===== src/rtl/cpu_types_pkg.sv =====
// Shared CPU types: instruction-cache address view, frame layout and controller states.
package cpu_types_pkg;

    localparam int IIDX_W = 4;
    localparam int ITAG_W = 30 - IIDX_W;

    typedef struct packed {
        logic [ITAG_W-1:0] tag;
        logic [IIDX_W-1:0] idx;
        logic [1:0]        bytoff;
    } icachef_t;

    typedef struct packed {
        logic              valid;
        logic [ITAG_W-1:0] tag;
        logic [31:0]       data;
    } icache_frame_t;

    typedef enum logic {
        IDLE,
        FILL
    } icache_state_t;

endpackage


===== src/rtl/icache.sv =====
// Direct-mapped, read-only, one-word-per-frame instruction cache with zero-wait hits
// and a single-word fill from the memory controller on a miss.
module icache
    import cpu_types_pkg::*;
#(
    parameter int NUM_FRAMES = 16,
    parameter int IDX_W      = IIDX_W,
    parameter int TAG_W      = 30 - IDX_W
) (
    input  logic        CLK,
    input  logic        nRST,
    input  logic        imemREN,
    input  logic [31:0] imemaddr,
    output logic        ihit,
    output logic [31:0] imemload,
    output logic        iREN,
    output logic [31:0] iaddr,
    input  logic        iwait,
    input  logic [31:0] iload,
    output logic [31:0] hit_count,
    output logic [31:0] miss_count
);

    typedef struct packed {
        logic             valid;
        logic [TAG_W-1:0] tag;
        logic [31:0]      data;
    } frame_t;

    frame_t        frames [NUM_FRAMES];
    icache_state_t state, next_state;
    logic [31:0]   miss_addr;

    logic [TAG_W-1:0] req_tag, miss_tag;
    logic [IDX_W-1:0] req_idx, miss_idx;
    logic             hit, miss;
    logic             unused_bytoff;

    assign req_tag       = imemaddr[31:32-TAG_W];
    assign req_idx       = imemaddr[IDX_W+1:2];
    assign miss_tag      = miss_addr[31:32-TAG_W];
    assign miss_idx      = miss_addr[IDX_W+1:2];
    assign unused_bytoff = ^imemaddr[1:0];

    // Lookups only count while idle; a fetch seen during FILL is re-evaluated afterwards.
    assign hit  = (state == IDLE) && imemREN && frames[req_idx].valid
                  && (frames[req_idx].tag == req_tag);
    assign miss = (state == IDLE) && imemREN && !hit;

    always_comb begin
        next_state = state;
        ihit       = 1'b0;
        imemload   = '0;
        iREN       = 1'b0;
        iaddr      = '0;
        case (state)
            IDLE: begin
                ihit     = hit;
                imemload = hit ? frames[req_idx].data : '0;
                if (miss)
                    next_state = FILL;
            end
            FILL: begin
                iREN  = 1'b1;
                iaddr = miss_addr;
                if (!iwait)
                    next_state = IDLE;
            end
            default: next_state = IDLE;
        endcase
    end

    always_ff @(posedge CLK or negedge nRST) begin
        if (!nRST) begin
            state      <= IDLE;
            miss_addr  <= '0;
            hit_count  <= '0;
            miss_count <= '0;
        end else begin
            state <= next_state;
            if (miss)
                miss_addr <= imemaddr;
            if (hit && hit_count != '1)
                hit_count <= hit_count + 32'd1;
            if (miss && miss_count != '1)
                miss_count <= miss_count + 32'd1;
        end
    end

    // A fill overwrites its frame unconditionally: nothing here is ever dirty.
    always_ff @(posedge CLK or negedge nRST) begin
        if (!nRST) begin
            for (int i = 0; i < NUM_FRAMES; i++)
                frames[i] <= '0;
        end else if (state == FILL && !iwait) begin
            frames[miss_idx] <= '{valid: 1'b1, tag: miss_tag, data: iload};
        end
    end

endmodule


===== config.mk =====
export PLATFORM = sky130hd
export DESIGN_NAME = icache
export DESIGN_NICKNAME = d
export VERILOG_FILES = /design/src/rtl/cpu_types_pkg.sv /design/src/rtl/icache.sv
export SDC_FILE = /design/constraint.sdc
export NUM_CORES = 1
export LEC_CHECK = 0
export BUFFER_PORTS_ARGS = -buffer_cell sky130_fd_sc_hd__buf_4
export CAP_MARGIN = 20
export CORE_MARGIN = 2
export CORE_UTILIZATION = 35
export DETAILED_ROUTE_END_ITERATION = 6
export PLACE_DENSITY = 0.46
export REMOVE_ABC_BUFFERS = 1
export SLEW_MARGIN = 40
export SYNTH_ARGS = -nofsm -noshare
export SYNTH_HDL_FRONTEND = slang
export SYNTH_SLANG_ARGS = --single-unit
export TNS_END_PERCENT = 20

===== constraint.sdc =====
create_clock -name CLK -period 10.09 [get_ports CLK]
set_input_delay 0.5045 -clock CLK [delete_from_list [all_inputs] [get_ports CLK]]
set_output_delay 0.5045 -clock CLK [all_outputs]
set_load 0.02 [all_outputs]

==> results.ini <==
[hold_path]
hold_path.class=in2reg

[logic_synthesis]
synth_async_sr_flop_share=1.00
synth_top_area_frac=0.551
yosysWarnings=0
synthCells=3014
avgSynthCellArea_sq_um=15.7
yosysUniqueCellTypes=51
synth-edff-count=0
synthFlopType=dfrtp_1
ys_seq_area_frac=0.551
synth-seq-cells=1041
syn_area_sq_um=47300
yosys-top-cells-area=dfrtp_1 (55%), mux2_2 (22%), mux4_2 (13%)
synth_area_leader_cell=dfrtp_1

[pwr]
p_leak_uw=0.0248
power.switching_uw=3810
vdd_drop_max_v=0.000141
intPower_uw=10700
p_per_area_nw_per_um2=263
p_sw_frac=0.263
power_frac_comb=0.228
clkPwrFrac=0.307
p_seq_frac=0.465

[timing]
grt_setup_unrepaired=no
clock_skew_ns=0.0302
period_share=0.563
fmax_mhz=176
fin_crit_ns=5.68
whs_ns=0.0614
slew_headroom=0.433
max_slew.worst_pin.slew_ns=0.844
finalSetupViolCount=0
hold_viol=0
fin_tns_setup_ns=0
maxSlewViolCount=0

[clock_network]
clockBufferDepth=3
cts_made_buffers=118
clkSinkCount=1041
clk_pin_slew_ns=0.06
insertion_delay_ns=0.73
cts_tree=built
ctsHtreeMaxLevel=3
cts.repair.resized=0
root_buffer=clkbuf_16

[die]
core-area_sq_um=134000
die_y_um=372
start_util=0.353
io_pins=198
fp-row-count=134
die_area_sq_um=138000
die_w_um=372

[final_layout]
nNetsFinal=3217
final_layout_size_suffix_gt1_frac=0.515
fillers=12100
syn_to_final_growth_pct=16.3
final_common_cell=dfrtp_1
fin_area_sq_um=55000
mostFrequentLayoutCells=dfrtp_1 (1040), mux2_2 (935), mux4_2 (266)
final_util=0.411

[flow_run]
max-cap-violations=0

[worst_setup_path]
worstPathRequired_ns=9.59
crit_arrival_ns=5.17
crit_path_start_kind=primary input
path_class=in2out
critPathMaxFanout=65
end_kind=primary output

[routing]
vias_per_cell=5.35
drtIter0Drc=1540
first_pass_iters=5
ant_nets=0
wl_per_cell_um=26.8
dr_total_vias=26800
wirelength_mm=134
drc=0

[global_routing]
grt_usage=0.196
grt_max_degree=161
grt_overflow=0
grt_pass1_wl_mm=200
antenna_found_initial=4
first_global_vias=29200

[placement]
port_buffers=197
placed_cell_area_sq_um=50700
hpwl_mm=74.2
place_congestion=0.741

[run_status]
status=complete, no violations

cells in the mapped netlist, drive strengths merged (10+ instances only):
master / n
mux2: 964
xnor2: 62
and2: 41
dfrtp: 1041
inv: 10
mux2i: 55
nand2b: 13
nand4: 23
and3: 17
nor2b: 45
nor3: 13
nand3: 35
mux4: 266
nand2: 47
buf: 122
nor2: 34
clkbuf: 130
xor2: 30
power by group through the flow:
stage	combinational (uW)	sequential (uW)	clock, uW
3_5_place_dp	3340	6800	0
3_3_place_gp	3220	6660	0
5_1_grt	3560	6950	4750
2_1_floorplan	2560	6450	0
6_report	3300	6730	4440
4_1_cts	3360	6730	4570
critical path: stages:
cell and delay, ns:
buf_8 0.45, buf_12 0.48, mux4_2 0.60, mux4_2 0.47
xnor2_1 0.30, nand2_1 0.12, a2111oi_2 0.59, nand3_4 0.50
buf_4 0.53, nor2b_1 0.20, buf_4 0.16
path summary, 6_finish.rpt:
path                                              start                         to  slack [ns]  depth (start not counted)
worst max-delay path                        imemaddr[2]                imemload[0]        4.41                         11
worst min-delay path                        imemaddr[8]   miss_addr[8]$_DFFE_PN0P_        0.06                          2
worst max register to register  frames[513]$_DFFE_PN0P_  miss_addr[17]$_DFFE_PN0P_        5.77                          9
worst min register to register  frames[766]$_DFFE_PN0P_    frames[766]$_DFFE_PN0P_        0.46                          1
max in group asynchronous                          nRST    frames[894]$_DFFE_PN0P_        7.24                          7
min in group asynchronous                          nRST   hit_count[0]$_DFFE_PN0P_        0.30                          2
stage by stage:
step | total power [uW] | setup slack [ns] | std cells
6_report | 14500 | 4.41 | 5013
5_1_grt | 15300 | 4.08 | 5011
4_1_cts | 14700 | 4.20 | 5007
3_5_place_dp | 10100 | 4.20 | 4778
3_3_place_gp | 9880 | 4.24 | 4773
2_1_floorplan | 9010 | 2.72 | 2762
state kept, by name, indices dropped and copies added, names as in the netlist:
register    cells
miss_addr      32
miss_count     32
state           1
hit_count      32
frames        944
logic make-up (layout without fill, tap and decap cells):
kind of cell	after synthesis	in the layout	synth area share
AOI/OAI and AO/OA	34	34	0.00540
DFF	1041	1041	0.551
buffers and inverters	262	491	0.0234
and+or+nand+nor	298	298	0.0347
adders and majority gates	2	2	0.000529
other	0	2	0
xor gates and xnor gates	92	92	0.0170
muxes	1285	1285	0.368
metal layers:
metal | track usage | vias up | wire [um]
met3 | 0.0261 | 191 | 4550
met5 | 0 | - | 32
met1 | 0.268 | 14800 | 60600
li1 | - | 11400 | -
met2 | 0.328 | 460 | 66100
met4 | 0.0514 | 6 | 2790
timing repair:
action / CTS / global route
setup buffers: 0 / 0
endpoints found under the hold margin: 65 / 0
hold buffers: 13 / 0
cell type report:
| cell class | count | area [sq um] | share of cell area |
|---|---|---|---|
| antenna | 2 | 5.00 | 0.0000911 |
| clock buffer | 184 | 3580 | 0.0652 |
| clock inverter | 32 | 447 | 0.00813 |
| inverter | 10 | 37.5 | 0.000683 |
| multi-input combinational | 1711 | 20300 | 0.369 |
| sequential | 1041 | 26100 | 0.474 |
| tap | 1768 | 2210 | 0.0402 |
| timing repair buffer | 265 | 2370 | 0.0432 |
(Power assumes the default switching activity.)
